<file path="config.mk">
export PLATFORM = sky130hd
export DESIGN_NAME = mbist_ctrl
export DESIGN_NICKNAME = d
export VERILOG_FILES = /design/src/rtl/mbist_ctrl.sv
export SDC_FILE = /design/constraint.sdc
export NUM_CORES = 1
export LEC_CHECK = 0
export CAP_MARGIN = 20
export CORE_MARGIN = 2
export CORE_UTILIZATION = 54
export CTS_CLUSTER_DIAMETER = 40
export CTS_CLUSTER_SIZE = 28
export DETAILED_ROUTE_END_ITERATION = 8
export GPL_ROUTABILITY_DRIVEN = 0
export PLACE_DENSITY_LB_ADDON = 0.05
export SLEW_MARGIN = 20
export SYNTH_ARGS = -nofsm -noshare
export SYNTH_HDL_FRONTEND = slang
export SYNTH_SLANG_ARGS = --single-unit
</file>
<file path="constraint.sdc">
create_clock -name tck_i -period 4.1 [get_ports tck_i]
set_clock_uncertainty 0.15 [all_clocks]
set_input_delay 0.615 -clock tck_i [delete_from_list [all_inputs] [get_ports tck_i]]
set_output_delay 0.615 -clock tck_i [all_outputs]
set_load 0.01 [all_outputs]
</file>
<file path="src/rtl/mbist_ctrl.sv">
// March C- MBIST sequencer for a single-port synchronous SRAM, controlled through a JTAG command/status DR.
// Optional build macro MBIST_STOP_ON_FAIL_EN: end the run at the first detected mismatch.
module mbist_ctrl #(
    parameter  int ADDR_W = 6,
    parameter  int DATA_W = 8,
    localparam int DR_W   = ADDR_W + 4
) (
    input  logic              tck_i,
    input  logic              test_logic_reset_i,
    input  logic              mbist_select_i,
    input  logic              capture_dr_i,
    input  logic              shift_dr_i,
    input  logic              update_dr_i,
    input  logic              tdi_i,
    output logic              tdo_o,
    output logic              mem_en_o,
    output logic              mem_we_o,
    output logic [ADDR_W-1:0] mem_addr_o,
    output logic [DATA_W-1:0] mem_wdata_o,
    input  logic [DATA_W-1:0] mem_rdata_i,
    output logic              busy_o,
    output logic              done_o,
    output logic              fail_o
);

    typedef enum logic [1:0] {
        ST_IDLE  = 2'd0,
        ST_RUN   = 2'd1,
        ST_DRAIN = 2'd2,
        ST_DONE  = 2'd3
    } state_t;

    localparam logic [ADDR_W-1:0] ADDR_ZERO = {ADDR_W{1'b0}};
    localparam logic [ADDR_W-1:0] ADDR_MAX  = {ADDR_W{1'b1}};
    localparam logic [ADDR_W-1:0] ADDR_ONE  = {{(ADDR_W-1){1'b0}}, 1'b1};
    localparam logic [2:0]        ELEM_LAST = 3'd5;

    // Elements M3 and M4 walk the array downwards.
    function automatic logic elem_down(input logic [2:0] e);
        return (e == 3'd3) || (e == 3'd4);
    endfunction

    function automatic logic elem_two(input logic [2:0] e);
        return (e >= 3'd1) && (e <= 3'd4);
    endfunction

    function automatic logic op_write(input logic [2:0] e, input logic ph);
        return (e == 3'd0) || ph;
    endfunction

    // Data polarity relative to the background: 1 selects ~B.
    function automatic logic op_inv(input logic [2:0] e, input logic ph);
        logic inv;
        case (e)
            3'd1, 3'd3: inv = ph;
            3'd2, 3'd4: inv = ~ph;
            default:    inv = 1'b0;
        endcase
        return inv;
    endfunction

    function automatic logic [ADDR_W-1:0] first_addr(input logic [2:0] e);
        return elem_down(e) ? ADDR_MAX : ADDR_ZERO;
    endfunction

    function automatic logic [ADDR_W-1:0] last_addr(input logic [2:0] e);
        return elem_down(e) ? ADDR_ZERO : ADDR_MAX;
    endfunction

    state_t              state_r, state_nx_s;
    logic [2:0]          elem_r, elem_nx_s;
    logic                phase_r, phase_nx_s;
    logic [ADDR_W-1:0]   addr_r, addr_nx_s;
    logic                bg_r, bg_nx_s;
    logic [DR_W-1:0]     sr_r;
    logic                busy_r, done_r, fail_r;
    logic [ADDR_W-1:0]   fail_addr_r;
    logic                mem_en_r, mem_we_r;
    logic [ADDR_W-1:0]   mem_addr_r;
    logic [DATA_W-1:0]   mem_wdata_r;
    logic                cmp_pend_r;
    logic [DATA_W-1:0]   cmp_exp_r;
    logic [ADDR_W-1:0]   cmp_addr_r;
    logic                dr_cap_s, dr_shift_s, dr_upd_s;
    logic                start_s, abort_s, mismatch_s, first_fail_s, stop_s;
    logic                run_nx_s;

    assign dr_cap_s     = mbist_select_i & capture_dr_i;
    assign dr_shift_s   = mbist_select_i & shift_dr_i & ~capture_dr_i;
    assign dr_upd_s     = mbist_select_i & update_dr_i & ~capture_dr_i & ~shift_dr_i;
    assign abort_s      = dr_upd_s & sr_r[1];
    assign start_s      = dr_upd_s & sr_r[0] & ~sr_r[1] & ((state_r == ST_IDLE) || (state_r == ST_DONE));
    assign mismatch_s   = cmp_pend_r & (mem_rdata_i != cmp_exp_r);
    assign first_fail_s = mismatch_s & ~fail_r;
`ifdef MBIST_STOP_ON_FAIL_EN
    assign stop_s       = first_fail_s;
`else
    assign stop_s       = 1'b0;
`endif
    assign run_nx_s     = (state_nx_s == ST_RUN);

    // Next-state sequencing through elements, phases and addresses.
    always_comb begin
        state_nx_s = state_r;
        elem_nx_s  = elem_r;
        phase_nx_s = phase_r;
        addr_nx_s  = addr_r;
        bg_nx_s    = bg_r;
        if (abort_s) begin
            state_nx_s = ST_IDLE;
        end else if (start_s) begin
            state_nx_s = ST_RUN;
            elem_nx_s  = 3'd0;
            phase_nx_s = 1'b0;
            addr_nx_s  = ADDR_ZERO;
            bg_nx_s    = sr_r[2];
        end else begin
            case (state_r)
                ST_RUN: begin
                    if (stop_s) begin
                        state_nx_s = ST_DONE;
                    end else if (elem_two(elem_r) && !phase_r) begin
                        phase_nx_s = 1'b1;
                    end else begin
                        phase_nx_s = 1'b0;
                        if (addr_r != last_addr(elem_r)) begin
                            addr_nx_s = elem_down(elem_r) ? (addr_r - ADDR_ONE) : (addr_r + ADDR_ONE);
                        end else if (elem_r == ELEM_LAST) begin
                            state_nx_s = ST_DRAIN;
                        end else begin
                            elem_nx_s = elem_r + 3'd1;
                            addr_nx_s = first_addr(elem_r + 3'd1);
                        end
                    end
                end
                ST_DRAIN: state_nx_s = ST_DONE;
                ST_IDLE:  state_nx_s = ST_IDLE;
                ST_DONE:  state_nx_s = ST_DONE;
                default:  state_nx_s = ST_IDLE;
            endcase
        end
    end

    // FSM, status and registered SRAM port.
    always_ff @(posedge tck_i) begin
        if (test_logic_reset_i) begin
            state_r     <= ST_IDLE;
            elem_r      <= 3'd0;
            phase_r     <= 1'b0;
            addr_r      <= ADDR_ZERO;
            bg_r        <= 1'b0;
            busy_r      <= 1'b0;
            done_r      <= 1'b0;
            mem_en_r    <= 1'b0;
            mem_we_r    <= 1'b0;
            mem_addr_r  <= ADDR_ZERO;
            mem_wdata_r <= {DATA_W{1'b0}};
        end else begin
            state_r     <= state_nx_s;
            elem_r      <= elem_nx_s;
            phase_r     <= phase_nx_s;
            addr_r      <= addr_nx_s;
            bg_r        <= bg_nx_s;
            busy_r      <= run_nx_s || (state_nx_s == ST_DRAIN);
            done_r      <= (state_nx_s == ST_DONE);
            mem_en_r    <= run_nx_s;
            mem_we_r    <= run_nx_s & op_write(elem_nx_s, phase_nx_s);
            mem_addr_r  <= run_nx_s ? addr_nx_s : ADDR_ZERO;
            mem_wdata_r <= run_nx_s ? {DATA_W{bg_nx_s ^ op_inv(elem_nx_s, phase_nx_s)}} : {DATA_W{1'b0}};
        end
    end

    // Read compare, one cycle behind the SRAM read data; the first failure is sticky.
    always_ff @(posedge tck_i) begin
        if (test_logic_reset_i) begin
            cmp_pend_r  <= 1'b0;
            cmp_exp_r   <= {DATA_W{1'b0}};
            cmp_addr_r  <= ADDR_ZERO;
            fail_r      <= 1'b0;
            fail_addr_r <= ADDR_ZERO;
        end else begin
            cmp_pend_r <= mem_en_r & ~mem_we_r & ~abort_s & ~stop_s;
            cmp_exp_r  <= mem_wdata_r;
            cmp_addr_r <= mem_addr_r;
            if (start_s) begin
                fail_r      <= 1'b0;
                fail_addr_r <= ADDR_ZERO;
            end else if (first_fail_s) begin
                fail_r      <= 1'b1;
                fail_addr_r <= cmp_addr_r;
            end else begin
                fail_r      <= fail_r;
                fail_addr_r <= fail_addr_r;
            end
        end
    end

    // Command/status shift register.
    always_ff @(posedge tck_i) begin
        if (test_logic_reset_i) begin
            sr_r <= {DR_W{1'b0}};
        end else if (dr_cap_s) begin
            sr_r <= {fail_addr_r, 1'b0, fail_r, done_r, busy_r};
        end else if (dr_shift_s) begin
            sr_r <= {tdi_i, sr_r[DR_W-1:1]};
        end else begin
            sr_r <= sr_r;
        end
    end

    assign tdo_o       = sr_r[0];
    assign mem_en_o    = mem_en_r;
    assign mem_we_o    = mem_we_r;
    assign mem_addr_o  = mem_addr_r;
    assign mem_wdata_o = mem_wdata_r;
    assign busy_o      = busy_r;
    assign done_o      = done_r;
    assign fail_o      = fail_r;

endmodule

</file>
# == Word level (Yosys, flattened, before mapping) ==
# Index checks and enable logic that the tools add are counted.
# totals
out_inout_bits,20
regBits,49
input_bits,15
wordCells,112
# op_classes
n_addsub,3
n_mux,31
n_eq_ne,17
order_cmp,2
n_bitwise,24
n_reduce_logical,17
# op_table
op,count
two-way mux 6 bit,9
two-way mux 10 bit,2
two-way mux 3 bit,6
bitwise AND 1 bit,15
equality test 3 x 2 -> 1 bit (second input constant),4
equality test 3 bit (second input constant),4
OR reduction 2 bit,6
two-way mux 2 bit,5
equality test 2 bit (second input constant),4
inequality test 8 bit,1
inverter 1 bit,8
two-way mux 1 bit,7
adder 6 x 1 -> 6 bit (second input constant),1
inequality test 6 bit,1
one-hot mux 2 bit (3 select lines),1
subtractor 6 x 1 -> 6 bit (second input constant),1
logical OR 1 bit,5
equality test 2 x 1 -> 1 bit (second input constant),2
adder 3 x 1 -> 3 bit (second input constant),1
equality test 3 x 1 -> 1 bit (second input constant),1
>= comparator 3 x 1 -> 1 bit (second input constant),1
<= comparator 3 bit (second input constant),1
zero test 3 bit,1
logical AND 1 bit,2
other kinds (5),5

# == Longest topological paths before layout ==
# Gate-level depths: netlist of run 1.
# logic_depth
depth_word,14
ltp_mapped,14
ltp_nobuf,14

# == Worst setup path before layout of run 1 ==
# Ideal clock, no wire load.
# synth_path
path_type,register -> register
from,register elem_r[0]
to,"register, netlist name mem_wdata_o[0]"
period_less_slack_ns,3.122
n_path_buf,0
stages_incl_launch_ff,15
setup_ns,0.121
t_arrival_ns,2.851
slack_ns,0.978
required_time_ns,3.829
path_cell_list,dfxtp_1 -> inv_1 -> ha_1 -> mux2i_4 -> inv_1 -> ha_1 -> nand4_1 -> a21oi_1 -> nand2_1 -> nor3_1 -> o21ai_0 -> a31o_2 -> ha_1 -> nand2b_1 -> nor3_2
# synth_between
word_cells_on_any_way,40
classes_between,add/sub (1); order compare (2); eq/ne (9); mux (19); bitwise (3); reduce/logical (6)
# synth_lines
item,line_no,text
"start, declared",71,"logic [2:0] elem_r, elem_nx_s;"
"start signal, assigned",160,elem_r <= elem_nx_s;
equality test 3 x 2 -> 1 bit or equality test 3 bit (tied branches),40,return (e == 3'd3) || (e == 3'd4);
logical OR 1 bit,40,
two-way mux 6 bit,67,return elem_down(e) ? ADDR_ZERO : ADDR_MAX;
inequality test 6 bit,126,if (addr_r != last_addr(elem_r)) begin
two-way mux 2 bit,126,
two-way mux 2 bit *,122,end else if (elem_two(elem_r) && !phase_r) begin
one-hot mux 2 bit (3 select lines) *,118,case (state_r)
two-way mux 2 bit *,111,end else if (start_s) begin
two-way mux 2 bit *,109,if (abort_s) begin
via state_nx_s[0],70,"state_t state_r, state_nx_s;"
equality test 2 x 1 -> 1 bit *,100,assign run_nx_s = (state_nx_s == ST_RUN);
via run_nx_s,86,logic run_nx_s;
inverter 1 bit (no line) *,--,
OR reduction 2 bit (no line) *,--,
# The timed path passes the listed nets; every way through them passes the cells marked *. The select of a mux whose other input is x is not followed.
# A chain may end at the register's enable or synchronous reset.

# == Final worst setup path of run 1 ==
# layout_path
from,register elem_r[0]
to,"register mem_addr_r[5], in the netlist mem_addr_o[5]"
# layout_between
elab_chain_cells,12
word_cells_on_any_way,31
classes_between,add/sub (1); order compare (2); eq/ne (7); mux (15); bitwise (1); reduce/logical (5)
# layout_rtl
item,line_no,text
equality test 3 x 2 -> 1 bit or equality test 3 bit (tied branches),40,
logical OR 1 bit,40,
two-way mux 6 bit,67,
inequality test 6 bit,126,
two-way mux 2 bit,126,
two-way mux 2 bit *,122,
one-hot mux 2 bit (3 select lines) *,118,
two-way mux 2 bit *,111,
two-way mux 2 bit *,109,
via state_nx_s[0],70,
equality test 2 x 1 -> 1 bit *,100,
via run_nx_s,86,
inverter 1 bit (no line) *,--,
OR reduction 2 bit (no line) *,--,
"end signal, assigned",168,mem_addr_r <= run_nx_s ? addr_nx_s : ADDR_ZERO;
"end, declared",79,logic [ADDR_W-1:0] mem_addr_r;
# The timed path passes the listed nets; every way through them passes the cells marked *.

==> impl_metrics.env, run 1 <==
export IMPL_drtPass1Iterations=5
export IMPL_finalHoldViolCount=0
export IMPL_synthFlopType="dfxtp_1"
export IMPL_endpoint_kind="flip-flop"
export IMPL_peakVddDrop_uv=159
export IMPL_wire_per_inst_um=14.1
export IMPL_min_from="mem_we_o"
export IMPL_chipHeight_um=71.7
export IMPL_synth_cell_types=51
export IMPL_drive_gt1_share_pct=7.59
export IMPL_worstHoldPathCells=1
export IMPL_status="completed"
export IMPL_tns_ps=0
export IMPL_io_pin_count=35
export IMPL_drt_iter0_drc=65
export IMPL_holdBufCountCts=0
export IMPL_rr_endpoint="mem_addr_o[5]"
export IMPL_syn2layout_area_growth_pct=16.5
export IMPL_post_route_period_util_pct=88.3
export IMPL_clock_root_buffer="clkbuf_8"
export IMPL_dr_wl_met3_um=121
export IMPL_met1_length_um=2420
export IMPL_clockBufferDepth=2
export IMPL_mostFrequentLayoutCell="dfxtp_1"
export IMPL_multi_input_area_um2=1340
export IMPL_final_nets=332
export IMPL_wl_met2_um=2400
export IMPL_grt_pass1_wl_um=8600
export IMPL_remaining_drc_errors=0
export IMPL_min_path_type="reg -> reg"
export IMPL_cts_resized=0
export IMPL_crit_type="reg -> reg"
export IMPL_powerDensity_nw_per_um2=308
export IMPL_cts_buffers=5
export IMPL_synthArstFlopShare_pct=0
export IMPL_start_util_pct=56.4
export IMPL_htree_levels=2
export IMPL_insertedDiodeCount=0
export IMPL_syn_avg_cell_area_um2=8.97
export IMPL_final_cell_mix="dfxtp_1, clkdlybuf4s50_1, a21oi_1, nor2_1, nand2_1"
export IMPL_detail_route_wirelength_um=5010
export IMPL_finalMaxSlewViolations=0
export IMPL_cellLeakagePower_nw=1.12
export IMPL_vias=1966
export IMPL_routed_top_layer="met4"
export IMPL_cp_required_ps=4140
export IMPL_cp_max_fo=6
export IMPL_placeableCoreArea_um2=4380
export IMPL_syn_num_nets=306
export IMPL_register_area_um2=981
export IMPL_ys_seq_area_share_pct=39.6
export IMPL_clkTransAtPathRegs_ps=90
export IMPL_first_global_vias=1910
export IMPL_start_kind="flip-flop"
export IMPL_setup_viol=0
export IMPL_r2r_slack_ps=480
export IMPL_period_minus_slack_ps=3620
export IMPL_dp_hpwl_um=3840
export IMPL_die_w_um=71.7
export IMPL_port_buffers=34
export IMPL_antenna_found_initial=0
export IMPL_cts_sinks=49
export IMPL_cap_violations=0
export IMPL_hold_path_endpoint="cmp_pend_r"
export IMPL_rows=24
export IMPL_yosys_warnings=0
export IMPL_dieArea_um2=5140
export IMPL_clk_latency_ps=300
export IMPL_rsz0062_at_grt="false"
export IMPL_synth_edf_count=0
export IMPL_fmaxAchievable_mhz=276
export IMPL_syn_cell_area_um2=2470
export IMPL_worst_pin_slew_ps=596
export IMPL_crit_arrival_ps=3660
export IMPL_p_total_mw=0.888
export IMPL_cts_tree="built"
export IMPL_slew_headroom_pct=60.1
export IMPL_vias_per_cell=5.54
export IMPL_reg2reg_from="elem_r[0]"
export IMPL_yosys_register_bits=49
export IMPL_nFillCells=393
export IMPL_grt_max_degree=18
export IMPL_track_usage_pct=20.9
export IMPL_synthCells=276
export IMPL_grt_ovfl_total=0
export IMPL_worstRegToRegCells=14
export IMPL_route_antenna_remaining_nets=0
export IMPL_postCtsSetupRepairBufs=0
-- flip-flops by register name, summed over array words and instances, names as in the netlist --
register and flops:
mem_we_o 1, phase_r 1, done_o 1, addr_r 6, mem_wdata_o 1, mem_addr_o 6
cmp_pend_r 1, fail_o 1, mem_en_o 1, busy_o 1, fail_addr_r 6, cmp_addr_r 6
bg_r 1, cmp_exp_r 1, elem_r 3, sr_r 10, state_r 2
-- Yosys cell counts, types with 7 or more instances --
library cell,count,share of area [%]
ha_1,14,7.1
dfxtp_1,49,40
nor2b_1,14,3.5
nor2_1,25,3.8
a22oi_1,9,2.7
mux2i_1,10,4.0
buf_4,7,2.1
nor3_1,13,2.6
nand2_1,22,3.3
a21oi_1,25,5.1
clkbuf_1,7,1.1
inv_1,13,2.0
-- critical path, cell delays in order (launching register included) --
cell      delay (ps)
dfxtp_1          430
inv_1            130
ha_1             280
mux2i_4          230
inv_1            130
ha_1             360
nand4_1          100
a21oi_1          350
nand2_1          190
nor3_1           330
o21ai_0          130
a31o_2           230
ha_1             240
nand2b_1         180
nor3_1            70
-- per-stage QoR --
step | setup WS (ps) | util, % | cell area (µm²) | hold slack, ps | instances
floorplan | 978 | - | 2470 | 286 | 276
global placement | 644 | 63.6 | 2790 | 270 | 347
detailed placement | 500 | 63.6 | 2790 | 272 | 347
CTS | 492 | 65.8 | 2880 | 289 | 355
global route | 152 | 65.8 | 2880 | 315 | 355
finish | 478 | 65.8 | 2880 | 281 | 355
-- layout make-up --
cell class / count / area share (%)
clock buffers: 5 / 2.39
clock inverters: 3 / 0.868
inverters: 13 / 1.69
multi-input cells: 197 / 46.5
flip-flops and latches: 49 / 34.0
well taps: 52 / 2.26
repair buffers: 36 / 12.3
-- kinds of logic after synthesis --
logic type,Yosys count,share of synthesized area [%]
compound gates,60,16.0
flops,49,39.6
mux,12,5.56
buf+inv,30,6.22
xor+xnor,5,2.07
simple gates,105,22.6
fa+ha+maj,15,7.89
-- report_power, final --
part           total, mW  internal (mW)  switching (mW)
combinational      0.104         0.0473          0.0566
clock              0.289          0.123           0.166
sequential         0.495          0.486         0.00859
-- how the worst max path moves through the flow --
stage,startpoint,slack (ps),endpoint,cells after the start
finish,elem_r[0],480,mem_addr_o[5],14
floorplan,elem_r[0],980,mem_wdata_o[0],14
CTS,elem_r[0],490,mem_addr_o[5],14
detailed placement,elem_r[0],500,mem_addr_o[5],14
global placement,elem_r[0],640,mem_wdata_o[0],14
global route,elem_r[0],150,mem_addr_o[5],14
-- per-layer routing --
metal  vias to the layer above  track usage, %
li1                       1018               -
met1                       914            27.5
met2                        28            35.3
met3                         6            2.67
met4                         0            7.76
met5                         -               0
No activity file was read; power rests on OpenSTA's default activity.
==> run 2, diff against run 1 <==
Settings changed: SKIP_LAST_GASP set to 1.
==> results of run 2 <==
Final layout, timing and power as in run 1 (identical DEF).
==> run 3, diff against run 2 <==
Settings changed: CORE_UTILIZATION 54 to 56, CTS_BUF_LIST set to sky130_fd_sc_hd__clkbuf_4 sky130_fd_sc_hd__clkbuf_8.
==> run 3 against run 2 <==
Net effect:
- worst setup slack worse by 3.4 ps
- via count down 0.25%
- final area unchanged
- combinational power hardly changed
- register-to-register slack about the same
- hold slack got worse by 5.0 ps
- final cell count stayed put
- count of clock-buffer cells in the layout stayed put
- clock power about the same
- critical path depth unchanged
- first-iteration DRC count rose by 88%
- flip-flop and latch count unchanged
==> impl_metrics.env, run 3 (synthesis results as in run 1) <==
export IMPL_status="completed"
export IMPL_rsz0062_at_grt="false"
export IMPL_cts_tree="built"
export IMPL_min_path_type="reg -> reg"
export IMPL_worst_pin_slew_ps=618
export IMPL_placeableCoreArea_um2=4290
export IMPL_dieArea_um2=4970
export IMPL_dp_hpwl_um=3830
export IMPL_start_util_pct=57.6
export IMPL_vias_per_cell=5.52
export IMPL_place_ws_ps=527
export IMPL_insertedDiodeCount=0
export IMPL_io_pin_count=35
export IMPL_grt_pass1_wl_um=8800
export IMPL_postCtsSetupRepairBufs=0
export IMPL_cts_resized=0
export IMPL_largest_register_ffs=10
export IMPL_p_total_mw=0.891
export IMPL_cpPeakStageDelay_ps=430
export IMPL_period_minus_slack_ps=3630
export IMPL_crit_type="reg -> reg"
export IMPL_fin_cells=355
export IMPL_holdBufCountCts=0
export IMPL_dp_cells=347
export IMPL_cellLeakagePower_nw=1.12
export IMPL_antenna_found_initial=0
export IMPL_cts_buffers=5
export IMPL_powerDensity_nw_per_um2=309
export IMPL_grt_max_degree=18
export IMPL_cpMaxStageDelayCell="dfxtp_1"
export IMPL_remaining_drc_errors=0
export IMPL_cts_sinks=49
export IMPL_peakVddDrop_uv=157
export IMPL_endpoint_kind="flip-flop"
export IMPL_port_buffers=34
export IMPL_drtPass1Iterations=4
export IMPL_final_util_pct=67.2
export IMPL_fmaxAchievable_mhz=276
export IMPL_final_nets=332
export IMPL_first_global_vias=1887
export IMPL_regMostFlops="sr_r"
export IMPL_setup_slack_ps=475
export IMPL_detail_route_wirelength_um=5080
export IMPL_clkTransAtPathRegs_ps=90
export IMPL_grt_ovfl_total=0
export IMPL_wire_per_inst_um=14.3
export IMPL_track_usage_pct=22.0
export IMPL_final_cell_mix="dfxtp_1, clkdlybuf4s50_1, a21oi_1, nor2_1, nand2_1"
export IMPL_cp_max_fo=6
export IMPL_chipHeight_um=70.5
export IMPL_post_route_period_util_pct=88.4
export IMPL_final_area_um2=2880
export IMPL_drt_iter0_drc=122
export IMPL_start_kind="flip-flop"
export IMPL_htree_levels=2
export IMPL_tns_ps=0
export IMPL_route_antenna_remaining_nets=0
export IMPL_cap_violations=0
export IMPL_dpl_cell_area_um2=2790
export IMPL_crit_chain="inv_1 > ha_1 > mux2i_4 > inv_1 > ha_1 > nand4_1 > a21oi_1 > nand2_1 > nor3_1 > o21ai_0 > a31o_2 > ha_1 > nand2b_1 > nor3_1"
export IMPL_cpMostUsedCell="ha_1"
export IMPL_slew_headroom_pct=58.7
export IMPL_clk_latency_ps=310
export IMPL_setup_viol=0
export IMPL_clock_root_buffer="clkbuf_8"
export IMPL_finalMaxSlewViolations=0
export IMPL_cp_required_ps=4140
export IMPL_die_w_um=70.5
export IMPL_hold_ws_ps=276
export IMPL_mostFrequentLayoutCell="dfxtp_1"
export IMPL_nFillCells=384
export IMPL_crit_arrival_ps=3670
export IMPL_clockBufferDepth=2
export IMPL_vias=1961
export IMPL_rows=24
export IMPL_syn2layout_area_growth_pct=16.5
export IMPL_drive_gt1_share_pct=7.59
export IMPL_finalHoldViolCount=0
==> run 3: cell counts in the layout (fill, tap and decap cells not counted) <==
No cell type changed its count.
==> run 3: final cells by class <==
cell class / count / area (µm²) / area share (%)
Clock inverter: 3 / 25.0 / 0.868
Timing Repair Buffer: 36 / 355 / 12.3
Clock buffer: 5 / 68.8 / 2.39
Tap cell: 52 / 65.1 / 2.26
Sequential cell: 49 / 981 / 34.0
Inverter: 13 / 48.8 / 1.69
Multi-Input combinational cell: 197 / 1340 / 46.5
==> run 3: report_power, final <==
group          total [mW]  internal (mW)  leakage, nW  switching, mW
clock               0.292          0.123       0.0447          0.168
combinational       0.104         0.0473        0.683         0.0570
sequential          0.494          0.486        0.395        0.00831
==> run 3: routing by layer <==
layer	share of wire, %	vias up	global-route usage (%)	wire [µm]
li1	-	1017	-	-
met3	3.8	8	4.18	195
met2	47	34	36.4	2400
met4	1.6	0	7.69	80
met1	47	902	28.8	2410
met5	0	-	0	0
==> run 3: final timing paths <==
path,cells past startpoint,to,startpoint,slack (ps)
setup reg to reg,14,mem_addr_o[5],elem_r[0],470
setup / recovery,14,mem_addr_o[5],elem_r[0],470
hold / removal,1,cmp_pend_r,mem_we_o,280
hold reg to reg,1,cmp_pend_r,mem_we_o,280
==> run 3: critical path: cells and delay by family, from the launching register on <==
kind            cells  cell delay, ps
buf+inv             2             250
compound gates      3             710
mux                 1             230
simple gates        5             860
flops               1             430
fa+ha+maj           3             880
